`src/rtl/conv_pkg.sv`:
```
// Shared types and constants for the convolver AIP sequencer.
package conv_pkg;

    typedef enum logic [2:0] {
        IDLE  = 3'd0,
        SETUP = 3'd1,
        ISSUE = 3'd2,
        DRAIN = 3'd3,
        WRITE = 3'd4,
        DONE  = 3'd5
    } conv_state_e;

    // confReg field layout
    localparam int unsigned SIZE_X_LSB   = 1;
    localparam int unsigned SIZE_Y_LSB   = 6;
    localparam int unsigned SIZEW        = 5;

    // STATUS register bit latched from done
    localparam int unsigned INT_BIT_DONE = 0;

    // memX / memY / memZ depth
    localparam int unsigned MEM_DEPTH    = 64;

endpackage

```
`src/rtl/conv_mac.sv`:
```
// Registered multiply-accumulate; keeps only the low DATAWIDTH bits of each product.
module conv_mac #(
    parameter int unsigned DATAWIDTH = 32
) (
    input  logic                 clk,
    input  logic                 rst_a,
    input  logic                 en,
    input  logic                 clr,
    input  logic                 acc_en,
    input  logic [DATAWIDTH-1:0] a,
    input  logic [DATAWIDTH-1:0] b,
    output logic [DATAWIDTH-1:0] acc
);

    logic [DATAWIDTH-1:0] acc_q;
    logic [DATAWIDTH-1:0] acc_d;

    // Next accumulator value: clear wins, otherwise add the truncated product
    always_comb begin
        acc_d = acc_q;
        if (clr) begin
            acc_d = '0;
        end else if (acc_en) begin
            acc_d = acc_q + a * b;
        end
    end

    // Accumulator register, frozen while en is low
    always_ff @(posedge clk or negedge rst_a) begin
        if (!rst_a) begin
            acc_q <= '0;
        end else if (en) begin
            acc_q <= acc_d;
        end
    end

    assign acc = acc_q;

endmodule

```
`src/rtl/conv_sequencer.sv`:
```
// 1-D convolution sequencer: walks n and k, issues memX/memY reads, accumulates, writes memZ.
module conv_sequencer #(
    parameter int unsigned DATAWIDTH = 32,
    parameter int unsigned ADDRW     = 6,
    parameter int unsigned SIZEW     = 5
) (
    input  logic                 clk,
    input  logic                 rst_a,
    input  logic                 en_s,
    input  logic                 start,
    input  logic [SIZEW-1:0]     size_x,
    input  logic [SIZEW-1:0]     size_y,
    output logic [ADDRW-1:0]     x_addr,
    input  logic [DATAWIDTH-1:0] x_data,
    output logic [ADDRW-1:0]     y_addr,
    input  logic [DATAWIDTH-1:0] y_data,
    output logic [ADDRW-1:0]     z_addr,
    output logic [DATAWIDTH-1:0] z_data,
    output logic                 z_we,
    output logic                 busy,
    output logic                 done
);

    import conv_pkg::*;

    conv_state_e          state_q, state_d;
    logic [SIZEW-1:0]     lx_q, lx_d;
    logic [SIZEW-1:0]     ly_q, ly_d;
    logic [ADDRW-1:0]     n_q, n_d;
    logic [ADDRW-1:0]     k_q, k_d;
    logic [ADDRW-1:0]     kmax_q, kmax_d;
    logic [ADDRW-1:0]     x_addr_q, x_addr_d;
    logic [ADDRW-1:0]     y_addr_q, y_addr_d;
    logic [ADDRW-1:0]     z_addr_q, z_addr_d;
    logic                 z_we_q, z_we_d;
    logic                 busy_q, busy_d;
    logic                 done_q, done_d;
    logic                 acc_en_q, acc_en_d;
    logic                 mac_clr_c;
    logic [ADDRW-1:0]     kmin_c;
    logic [ADDRW-1:0]     kmax_c;
    logic [ADDRW-1:0]     last_n_c;

    // Summation bounds for the current output index n
    always_comb begin
        kmin_c   = '0;
        if ((n_q + ADDRW'(1)) > ADDRW'(ly_q)) begin
            kmin_c = n_q + ADDRW'(1) - ADDRW'(ly_q);
        end
        kmax_c   = (n_q < ADDRW'(lx_q)) ? n_q : (ADDRW'(lx_q) - ADDRW'(1));
        last_n_c = ADDRW'(lx_q) + ADDRW'(ly_q) - ADDRW'(2);
    end

    // Next-state, counters and registered-output decode
    always_comb begin
        state_d   = state_q;
        lx_d      = lx_q;
        ly_d      = ly_q;
        n_d       = n_q;
        k_d       = k_q;
        kmax_d    = kmax_q;
        x_addr_d  = x_addr_q;
        y_addr_d  = y_addr_q;
        z_addr_d  = z_addr_q;
        mac_clr_c = 1'b0;

        case (state_q)
            IDLE: begin
                if (start) begin
                    if ((size_x != '0) && (size_y != '0)) begin
                        state_d = SETUP;
                        lx_d    = size_x;
                        ly_d    = size_y;
                        n_d     = '0;
                    end else begin
                        state_d = DONE;
                    end
                end
            end
            SETUP: begin
                mac_clr_c = 1'b1;
                k_d       = kmin_c;
                kmax_d    = kmax_c;
                x_addr_d  = kmin_c;
                y_addr_d  = n_q - kmin_c;
                state_d   = ISSUE;
            end
            ISSUE: begin
                if (k_q == kmax_q) begin
                    state_d = DRAIN;
                end else begin
                    k_d      = k_q + ADDRW'(1);
                    x_addr_d = k_d;
                    y_addr_d = n_q - k_d;
                end
            end
            DRAIN: begin
                z_addr_d = n_q;
                state_d  = WRITE;
            end
            WRITE: begin
                if (n_q == last_n_c) begin
                    state_d = DONE;
                end else begin
                    n_d     = n_q + ADDRW'(1);
                    state_d = SETUP;
                end
            end
            DONE: begin
                state_d = IDLE;
            end
            default: begin
                state_d = IDLE;
            end
        endcase

        busy_d   = state_d inside {SETUP, ISSUE, DRAIN, WRITE};
        z_we_d   = (state_d == WRITE);
        // read data arrives the cycle after each issued address
        acc_en_d = (state_q == ISSUE);
        // pulse on entry to DONE after a run; a zero-length run pulses on leaving DONE
        done_d   = ((state_q == WRITE) && (state_d == DONE)) ||
                   ((state_q == DONE) && !done_q);
    end

    // State, counters and registered outputs; everything holds while en_s is low
    always_ff @(posedge clk or negedge rst_a) begin
        if (!rst_a) begin
            state_q  <= IDLE;
            lx_q     <= '0;
            ly_q     <= '0;
            n_q      <= '0;
            k_q      <= '0;
            kmax_q   <= '0;
            x_addr_q <= '0;
            y_addr_q <= '0;
            z_addr_q <= '0;
            z_we_q   <= 1'b0;
            busy_q   <= 1'b0;
            done_q   <= 1'b0;
            acc_en_q <= 1'b0;
        end else if (en_s) begin
            state_q  <= state_d;
            lx_q     <= lx_d;
            ly_q     <= ly_d;
            n_q      <= n_d;
            k_q      <= k_d;
            kmax_q   <= kmax_d;
            x_addr_q <= x_addr_d;
            y_addr_q <= y_addr_d;
            z_addr_q <= z_addr_d;
            z_we_q   <= z_we_d;
            busy_q   <= busy_d;
            done_q   <= done_d;
            acc_en_q <= acc_en_d;
        end
    end

    conv_mac #(
        .DATAWIDTH(DATAWIDTH)
    ) u_mac (
        .clk    (clk),
        .rst_a  (rst_a),
        .en     (en_s),
        .clr    (mac_clr_c),
        .acc_en (acc_en_q),
        .a      (x_data),
        .b      (y_data),
        .acc    (z_data)
    );

    assign x_addr = x_addr_q;
    assign y_addr = y_addr_q;
    assign z_addr = z_addr_q;
    assign z_we   = z_we_q;
    assign busy   = busy_q;
    assign done   = done_q;

endmodule

```
`config.mk`:
```
export PLATFORM = sky130hd
export DESIGN_NAME = conv_sequencer
export DESIGN_NICKNAME = d
export VERILOG_FILES = /design/src/rtl/conv_pkg.sv /design/src/rtl/conv_mac.sv /design/src/rtl/conv_sequencer.sv
export SDC_FILE = /design/constraint.sdc
export NUM_CORES = 1
export LEC_CHECK = 0
export CAP_MARGIN = 20
export CORE_MARGIN = 2
export CORE_UTILIZATION = 45
export DETAILED_ROUTE_END_ITERATION = 16
export GPL_TIMING_DRIVEN = 0
export SYNTH_ARGS = -nofsm -noshare
export SYNTH_HDL_FRONTEND = slang
export SYNTH_SLANG_ARGS = --single-unit
```
`constraint.sdc`:
```
create_clock -name clk -period 7.1 [get_ports clk]
set_input_delay 1.42 -clock clk [delete_from_list [all_inputs] [get_ports clk]]
set_output_delay 1.42 -clock clk [all_outputs]
set_load 0.02 [all_outputs]
```
## Word-level counts from Yosys, hierarchy flattened

Cells that the tools add are included.

| storage, ports and cells | value |
|---|---|
| flip-flop bits (word level) | 79 |
| output and inout port bits | 53 |
| logic and storage cells | 77 |

| operators by class | value |
|---|---|
| $add $sub $neg | 9 |
| multipliers | 1 |
| $lt $le $gt $ge | 2 |
| equality and inequality tests | 16 |
| muxes and demuxes | 18 |
| reductions and logical operators | 18 |

Operators by type and width:

| kind | count |
|---|---|
| 32-bit 2-to-1 mux | 2 |
| 6-bit 2-to-1 mux | 7 |
| 6-bit one-hot mux with 2 select lines | 3 |
| 32-bit adder | 1 |
| 32-bit by 32-bit multiplier with 32-bit output | 1 |
| 3-bit one-hot mux with 5 select lines | 1 |
| 6-bit by 1-bit adder with 6-bit output (second input constant) | 2 |
| 3-bit by 2-bit == test with 1-bit output (second input constant) | 4 |
| 3-bit == test (second input constant) | 4 |
| 6-bit == test | 2 |
| 3-bit 2-to-1 mux | 4 |
| 6-bit subtractor | 2 |
| 5-bit nonzero test | 2 |
| 2-bit != test (second input constant) | 4 |
| 5-bit by 5-bit adder with 6-bit output | 1 |
| 3-bit by 1-bit == test with 1-bit output (second input constant) | 2 |
| 6-bit by 5-bit > comparator with 1-bit output | 1 |
| 6-bit by 5-bit < comparator with 1-bit output | 1 |
| 2-bit AND reduction | 3 |
| 2-bit nonzero test | 3 |
| 5-bit by 1-bit subtractor with 6-bit output (second input constant) | 1 |
| 6-bit by 2-bit subtractor with 6-bit output (second input constant) | 1 |
| 6-bit by 5-bit subtractor with 6-bit output | 1 |
| 5-bit AND reduction | 1 |
| 8 further kinds | 10 |

## Depth between registers and ports, before layout

Gate-level depths: netlist (run 1).

| logic depth | value |
|---|---|
| depth in word-level cells | 8 |
| mapped depth | 28 |
| depth with buffers taken out | 26 |

## By module

Synthesis (run 1) repeated with hierarchy kept, for this count alone.

| unflattened totals | value |
|---|---|
| cells, all modules | 2294 |
| area, all modules | 21099.0 um^2 |

By module, submodules not included:

| module | instances | cells an instance | area an instance (um^2) | sequential area each (um^2) |
|---|---|---|---|---|
| conv_mac | 1 | 1960 | 17910.9 | 800.8 |
| conv_sequencer | 1 | 334 | 3188.1 | 1176.1 |

## Least setup slack after synthesis (run 1)

Ideal clock, no wire load.

| path | value |
|---|---|
| path kind | input port to flip-flop |
| start | input x_data[12] |
| end | register u_mac.acc_q[25] (netlist: u_mac.acc[25]) |
| library setup time | 121 ps |
| arrival time | 7991 ps |
| required time | 6979 ps |
| path slack | -1012 ps |
| stages | 26 |
| cells stage by stage | clkbuf_1 > clkbuf_1 > and2_1 > fa_1 > fa_1 > fa_1 > inv_1 > fa_1 > inv_1 > fa_1 > inv_1 > fa_1 > inv_1 > fa_1 > inv_1 > fa_1 > inv_1 > ha_1 > a21o_1 > a21o_1 > a221o_1 > a31oi_1 > nor2_1 > a211oi_1 > xnor2_1 > a22o_1 |

| between the ends | value |
|---|---|
| cells in the longest elaborated chain, start to end | 4 |

RTL lines:

| what | line | source |
|---|---|---|
| start, declared | conv_sequencer.sv:14 | `input logic [DATAWIDTH-1:0] x_data,` |
| 32-bit by 32-bit multiplier with 32-bit output | conv_mac.sv:24 | `acc_d = acc_q + a * b;` |
| 32-bit adder | conv_mac.sv:24 |  |
| 32-bit 2-to-1 mux | conv_mac.sv:23 | `end else if (acc_en) begin` |
| 32-bit 2-to-1 mux | conv_mac.sv:21 | `if (clr) begin` |
| end signal, assigned | conv_mac.sv:31 | `acc_q <= '0;` |
| end signal, assigned | conv_mac.sv:33 | `acc_q <= acc_d;` |
| end, declared | conv_mac.sv:15 | `logic [DATAWIDTH-1:0] acc_q;` |

Every way passes these cells. The select of a mux whose other input is x is not followed.
A chain may end at the register's enable or synchronous reset.

## Final worst setup path (run 1)

| path | value |
|---|---|
| start | input y_data[13] |
| end | register u_mac.acc_q[31] (netlist: u_mac.acc[31]) |

| between the ends | value |
|---|---|
| cells in the longest elaborated chain, start to end | 4 |

RTL lines:

| what | line | source |
|---|---|---|
| start, declared | conv_sequencer.sv:16 | `input logic [DATAWIDTH-1:0] y_data,` |
| 32-bit by 32-bit multiplier with 32-bit output | conv_mac.sv:24 |  |
| 32-bit adder | conv_mac.sv:24 |  |
| 32-bit 2-to-1 mux | conv_mac.sv:23 |  |
| 32-bit 2-to-1 mux | conv_mac.sv:21 |  |

Every way passes these cells. The select of a mux whose other input is x is not followed.

==> results of run 1 <==
logic make-up after synthesis:
group,count (synthesis)
buffers and inverters,626
and+or+nand+nor,660
xor gates and xnor gates,116
AOI/OAI and AO/OA,182
adders and majority gates,591
muxes,14
DFF,79
layer usage:
| metal | wire length [um] | vias to the layer above | GRT usage (%) |
|---|---|---|---|
| met4 | 2120 | 0 | 7.40 |
| li1 | - | 7159 | - |
| met2 | 31200 | 532 | 46.0 |
| met3 | 4790 | 95 | 5.81 |
| met1 | 27800 | 8323 | 39.6 |
| met5 | 0 | - | 0 |
worst min-delay path, stage by stage, from the launching register on:
cell and delay, ns:
dfrtp_1 0.35, nand2_1 0.05, o21ai_0 0.06
path summary, 6_finish.rpt:
| path | slack [ns] | cells past startpoint | endpoint |
|---|---|---|---|
| max | -0.86 | 24 | u_mac.acc[31]$_DFFE_PN0P_ |
| min | 0.49 | 2 | z_addr[0]$_DFFE_PN0P_ |
| max in group asynchronous | 5.53 | 2 | u_mac.acc[14]$_DFFE_PN0P_ |
| min in group asynchronous | 0.98 | 1 | ly_q[2]$_DFFE_PN0P_ |
| min reg2reg | 0.49 | 2 | z_addr[0]$_DFFE_PN0P_ |
| max reg2reg | 0.19 | 23 | u_mac.acc[31]$_DFFE_PN0P_ |
sequential cells by signal, indices dropped and copies added, names as in the netlist, 3 cells and up:
| register | flops |
|---|---|
| x_addr | 6 |
| kmax_q | 6 |
| n_q | 6 |
| ly_q | 5 |
| z_addr | 6 |
| lx_q | 5 |
| state_q | 3 |
| y_addr | 6 |
| u_mac.acc | 32 |
placed cells by master (no fill, tap or decap), drive strengths merged, types with 57 or more instances in the layout:
master / count
inv: 526
fa: 441
and2: 319
nand2: 265
buf: 157
ha: 150
clkbuf: 85
xnor2: 83
clkdlybuf4s50: 80
dfrtp: 79
o21ai: 57
synthesized netlist by cell type, drive strengths merged (7+ instances only):
master,count
a22o,27
dfrtp,79
a21oi,20
nor2,27
a31oi,7
clkbuf,102
nand2,265
and2,319
a21o,26
o21ai,57
xnor2,83
nand3,12
xor2,32
mux2,11
inv,521
fa,441
ha,150
metrics by stage:
step | instance area (um2) | hold WS (ns) | setup slack, ns | setup TNS [ns] | std cells
detailed placement | 23300 | 0.472 | -2.43 | -39.78 | 2999
global placement | 23300 | 0.475 | -2.45 | -39.96 | 2997
finish | 25600 | 0.490 | -0.859 | -7.94 | 3108
CTS | 25100 | 0.496 | -0.885 | -8.72 | 3089
global route | 25600 | 0.509 | -1.01 | -11.09 | 3107
floorplan | 21300 | 0.469 | -0.654 | -4.68 | 2268
area by class of cell:
| cell class | count | area [um2] | area share [%] |
|---|---|---|---|
| inverter | 521 | 1960 | 7.64 |
| sequential | 79 | 1980 | 7.71 |
| tap | 607 | 759 | 2.96 |
| antenna | 1 | 2.50 | 0.00976 |
| clock buffer | 9 | 225 | 0.879 |
| clock inverter | 7 | 86.3 | 0.337 |
| buffer | 100 | 1240 | 4.84 |
| timing repair buffer | 221 | 2080 | 8.10 |
| multi-input combinational | 1563 | 17300 | 67.5 |
what timing repair did:
| item | in CTS | in global routing |
|---|---|---|
| pin swaps | 76 | 104 |
| setup buffers | 76 | 22 |
| gates cloned | 0 | 0 |
| setup endpoints to repair | 23 | 18 |
| gates resized for setup | 435 | 160 |
==> qor.csv, run 1 <==
stage;metric;value;unit
detailed_routing;drc_errors;0;
worst_setup_path;r2r-start;u_mac.acc[18]$_DFFE_PN0P_;
detailed_routing;ant_nets;0;
logic_synthesis;synth_xor_area_share;4.92;%
logic_synthesis;async_reset_ff_share;100;%
logic_synthesis;ys_top_cells_by_area;fa_1 42%, and2_1 9.5%, dfrtp_1 9.4%, inv_1 9.3%, ha_1 9.0%;
global_routing;grt_pass1_vias;17192;
detailed_routing;vias;16109;
flow_run;max_cap_violations;0;
timing;tightest_slew;0.869;ns
clock_network;insertion_delay;0.36;ns
worst_setup_path;crit_chain;clkbuf_4 > clkbuf_8 > and2_1 > fa_1 > inv_1 > fa_1 > fa_1 > fa_1 > fa_1 > inv_2 > fa_1 > fa_1 > inv_1 > fa_1 > inv_2 > ha_4 > and3_4 > and3_4 > and3_4 > a32oi_4 > a311oi_2 > a31oi_1 > xnor2_1 > a22o_1;
die;rows;79;
outcome;failed_checks;setup timing;
clock_network;cts_buffer_depth;2;
logic_synthesis;syn_inst;2268;
logic_synthesis;mappedNetlistArea;0.0210;mm2
finish;drive_gt1_share;16.4;%
outcome;outcome;finished with violations;
global_routing;antenna_found_initial;1;
clock_network;postCtsHoldBufs;0;
worst_setup_path;cpLargestDelayFamily;adder cells;
logic_synthesis;synth_edf_count;0;
clock_network;root_buffer;clkbuf_16;
logic_synthesis;avgSynthCellArea;9.24;um2
min_path;holdCritStartpoint;z_addr[0]$_DFFE_PN0P_;
logic_synthesis;muxShareOfSynthArea;0.735;%
timing;hold_viol;0;
worst_setup_path;crit_required;7.34;ns
place;place.gp.congestion;0.916;
worst_setup_path;criticalPathCategory;input port to flip-flop;
logic_synthesis;yosysUniqueCellTypes;65;
global_routing;grt_first_pass_wirelength;102000;um
logic_synthesis;synth_nets;2937;
global_routing;grt_max_degree;54;
clock_network;cts.clk_slew.worst_paths;0.06;ns
global_routing;gr-total-overflow;0;
worst_setup_path;cp.buffers_inverters;6;
detailed_routing;drt_pass1_iterations;7;
worst_setup_path;crit_path_start;y_data[13];
logic_synthesis;synth_area_leader_cell;fa_1;
die;dieHeight;220;um
worst_setup_path;cpPeakStageDelay;0.55;ns
logic_synthesis;synth-simple-area-share;16.2;%
place;numPortBuffers;122;
worst_setup_path;cp.arrival;8.20;ns
clock_network;cts_inserted_buffers;9;
timing;post-route-period-util;112;%
worst_setup_path;path_common_cell;fa_1;
logic_synthesis;synthAdderAreaFrac;51.1;%
timing;maxSlewViolCount;0;
timing;maxSlewHeadroom;41.7;%
detailed_routing;drt_wl_total;65900;um
logic_synthesis;synth-main-ff-cell;dfrtp_1;
timing;setup-violations-final;17;
worst_setup_path;path_max_fanout;10;
detailed_routing;vias_per_cell;5.18;
worst_setup_path;slowest_stage;fa_1;
finish;utilization;55.4;%
finish;num-fill-cells;4198;
logic_synthesis;synth_seq_cells;79;
finish;area.growth.synth_to_final;22.4;%
die;die_area;0.0483;mm2
die;die_w;220;um
clock_network;tritoncts;yes;
logic_synthesis;ys_seq_area_share;9.44;%
timing;clock.fmax;126;MHz
detailed_routing;wl_per_cell;21.2;um
logic_synthesis;synth_compound_area_share;6.30;%
timing;min_period;7.96;ns
timing;fin_worst_skew;0.0116;ns
worst_setup_path;start_kind;input port;
logic_synthesis;synth_top_family_by_area;adder cells;
clock_network;htreeDepth;3;
global_routing;grtUsageTotal;28.6;%
place;dp_hpwl;54100;um
min_path;hp-class;flip-flop to flip-flop;
detailed_routing;detail_route.iter0.violations;1018;
die;coreArea;0.0463;mm2
logic_synthesis;synth_top_area_share;42.1;%
worst_setup_path;cp-end-kind;flip-flop;
die;initial_utilization;45.3;%
logic_synthesis;synth-warning-count;0;
timing;grt_setup_unrepaired;true;
timing;setup_ws;-0.859;ns
finish;final_nets;3164;
clock_network;cts_sinks;79;
die;io_pins;131;
Power of run 1 is not shown: default switching activity piles up to over one toggle a cycle in this logic, so the estimate is an artifact.
==> run 2: changes to the inputs <==
- CELL_PAD_IN_SITES_DETAIL_PLACEMENT: not set -> 0
- CELL_PAD_IN_SITES_GLOBAL_PLACEMENT: not set -> 1
- PLACE_DENSITY_LB_ADDON: not set -> 0.1
==> qor.csv, run 2 (synthesized netlist as in run 1, its figures left out) <==
stage;metric;value;unit;change
outcome;outcome;finished with violations;;
outcome;failed_checks;setup timing;;
die;dieHeight;220;um;unchanged
die;io_pins;131;;unchanged
finish;final_common_cell;inv_1;;
timing;clock.fmax;125;MHz;-0.14%
worst_setup_path;cp.arrival;8.21;ns;about the same
clock_network;cts_buffer_depth;2;;unchanged
clock_network;htreeDepth;3;;unchanged
global_routing;grt_max_degree;57;;+5.6%
worst_setup_path;crit_chain;clkdlybuf4s50_1 > buf_4 > and2_1 > fa_1 > fa_1 > ha_1 > inv_1 > fa_1 > fa_1 > inv_1 > fa_1 > fa_1 > inv_1 > fa_1 > inv_2 > ha_4 > and3_4 > and3_4 > and3_4 > a32oi_4 > a311oi_4 > a31oi_4 > xnor2_2 > a22o_1;;
worst_setup_path;r2r_cells;23;;unchanged
global_routing;grt_first_pass_wirelength;102000;um;about the same
worst_setup_path;r2r-start;u_mac.acc[23]$_DFFE_PN0P_;;
place;dp_slack;-2.53;ns;-0.0991 ns
worst_setup_path;criticalPathCategory;input port to flip-flop;;
worst_setup_path;path_max_fanout;10;;unchanged
timing;fin_worst_skew;0.00735;ns;-0.00422 ns
finish;area.growth.synth_to_final;22.2;%;about the same
global_routing;gr-total-overflow;0;;unchanged
clock_network;cts_inserted_buffers;9;;unchanged
detailed_routing;drc_errors;0;;unchanged
timing;setup-violations-final;16;;-1
timing;tightest_slew;0.948;ns;+0.0794 ns
min_path;holdPathEnd;z_addr[0]$_DFFE_PN0P_;;
global_routing;antenna_found_initial;4;;+3
detailed_routing;drt_wl_total;67200;um;+2.0%
die;coreArea;0.0463;mm2;unchanged
min_path;holdCritStartpoint;z_addr[0]$_DFFE_PN0P_;;
finish;seq_area;0.00198;mm2;unchanged
place;place.gp.congestion;0.892;;-2.6%
detailed_routing;wl_per_cell;21.7;um;+2.3%
die;initial_utilization;45.3;%;unchanged
min_path;hold_path_depth;2;;unchanged
clock_network;insertion_delay;0.35;ns;about the same
clock_network;cts.clk_slew.worst_paths;0.06;ns;about the same
place;dp_hpwl;56000;um;+3.4%
detailed_routing;drt_pass1_iterations;5;;-2
clock_network;cts_sinks;79;;unchanged
finish;num-fill-cells;4275;;+1.8%
finish;layout_common_cells;481 x inv_1, 418 x fa_1, 295 x and2_1;;
detailed_routing;detail_route.iter0.violations;910;;-11%
timing;grt_setup_unrepaired;true;;
worst_setup_path;path_common_cell;fa_1;;
worst_setup_path;rrSetupSlack;0.26;ns;+0.07 ns
die;rows;79;;unchanged
place;numPortBuffers;122;;unchanged
timing;hold_viol;0;;unchanged
finish;multi_input_area;0.0174;mm2;+0.66%
clock_network;root_buffer;clkbuf_16;;
finish;final_nets;3154;;-0.32%
die;die_w;220;um;unchanged
finish;largest_reg_flops;32;;unchanged
timing;maxSlewViolCount;0;;unchanged
finish;drive_gt1_share;16.0;%;-0.42 points
worst_setup_path;cp-end-kind;flip-flop;;
clock_network;tritoncts;yes;;
worst_setup_path;start_kind;input port;;
worst_setup_path;cpPeakStageDelay;0.55;ns;about the same
global_routing;grtUsageTotal;28.9;%;+0.34 points
worst_setup_path;crit_required;7.34;ns;about the same
detailed_routing;vias;16048;;-0.38%
timing;min_period;7.97;ns;+0.0111 ns
clock_network;postCtsHoldBufs;0;;unchanged
timing;maxSlewHeadroom;36.4;%;-5.3 points
timing;setup_ws;-0.870;ns;-0.0111 ns
detailed_routing;vias_per_cell;5.18;;about the same
flow_run;max_cap_violations;0;;unchanged
detailed_routing;ant_nets;0;;unchanged
worst_setup_path;slowest_stage;fa_1;;
min_path;hp-class;flip-flop to flip-flop;;
global_routing;grt_pass1_vias;17060;;-0.77%
worst_setup_path;r2r-end;u_mac.acc[31]$_DFFE_PN0P_;;
die;die_area;0.0483;mm2;unchanged
timing;post-route-period-util;112;%;+0.16 points
-- run 2: changes by cell type in the layout (fill, tap and decap cells not counted), sizes merged --
| cell | change |
|---|---|
| buf | -19 |
| clkbuf | +10 |
| clkdlybuf4s15 | +2 |
| clkdlybuf4s50 | -2 |
| clkinv | +2 |
| clkinvlp | +1 |
| dlygate4sd2 | -1 |
| dlymetal6s2s | +2 |
| inv | -5 |
-- run 2: worst max-delay path by stage --
stage                     from                        end  slack [ns]  cells after the start
floorplan            y_data[2]  u_mac.acc[31]$_DFFE_PN0P_       -0.65                     26
global placement     x_data[3]  u_mac.acc[31]$_DFFE_PN0P_       -2.49                     26
detailed placement   x_data[3]  u_mac.acc[31]$_DFFE_PN0P_       -2.53                     26
CTS                  y_data[3]  u_mac.acc[31]$_DFFE_PN0P_       -0.89                     27
global route         y_data[2]  u_mac.acc[31]$_DFFE_PN0P_       -1.03                     27
finish              y_data[20]  u_mac.acc[31]$_DFFE_PN0P_       -0.87                     24
-- run 2: repair_timing --
item / in CTS / in global routing
buffers inserted: 59 / 32
setup endpoints to repair: 23 / 18
pin swaps: 73 / 107
gates resized for setup: 436 / 143
endpoints found under the hold margin: 0 / 0
-- run 2: worst max-delay path, delay by kind of cell --
kind	cells	cell delay [ns]
fa+ha+maj	9	4.01
buf+inv	6	0.92
compound gates	4	0.93
simple gates	4	0.75
xor+xnor	1	0.16
-- run 2: cell type report --
class,count,area share [%]
diodes,1,0.00977
plain buffers,101,5.04
clock buffers,11,0.909
clock inverters,5,0.230
inverters,521,7.65
multi-input cells,1563,68.0
flip-flops and latches,79,7.72
well taps,607,2.97
repair buffers,210,7.46
-- run 2: through the flow --
stage	cells	hold slack [ns]	utilization [%]	instance area (um2)	TNS, ns
finish	3098	0.484	55.4	25600	-7.30
global route	3097	0.512	55.4	25600	-10.31
CTS	3072	0.489	54.1	25000	-7.94
detailed placement	2999	0.475	50.4	23300	-40.10
global placement	2997	0.472	50.3	23300	-39.32
floorplan	2268	0.469	-	21300	-4.68
-- run 2: layer usage --
metal  global-route usage [%]  share of wire (%)  vias to the layer above
met5                        0              0.019                        -
met4                     7.49                2.9                        2
met1                     40.1                 44                     8373
met3                     6.11                6.6                       72
met2                     46.3                 47                      460
li1                         -                  -                     7141
Power of run 2 is left out for the same reason.
==> run 3: changes to the inputs <==
- ABC_AREA: not set -> 0
- TNS_END_PERCENT: not set -> 100
==> results of run 3 <==
The final DEF is identical to that of run 2; final timing and power are the same.
Power of run 3 is left out for the same reason.
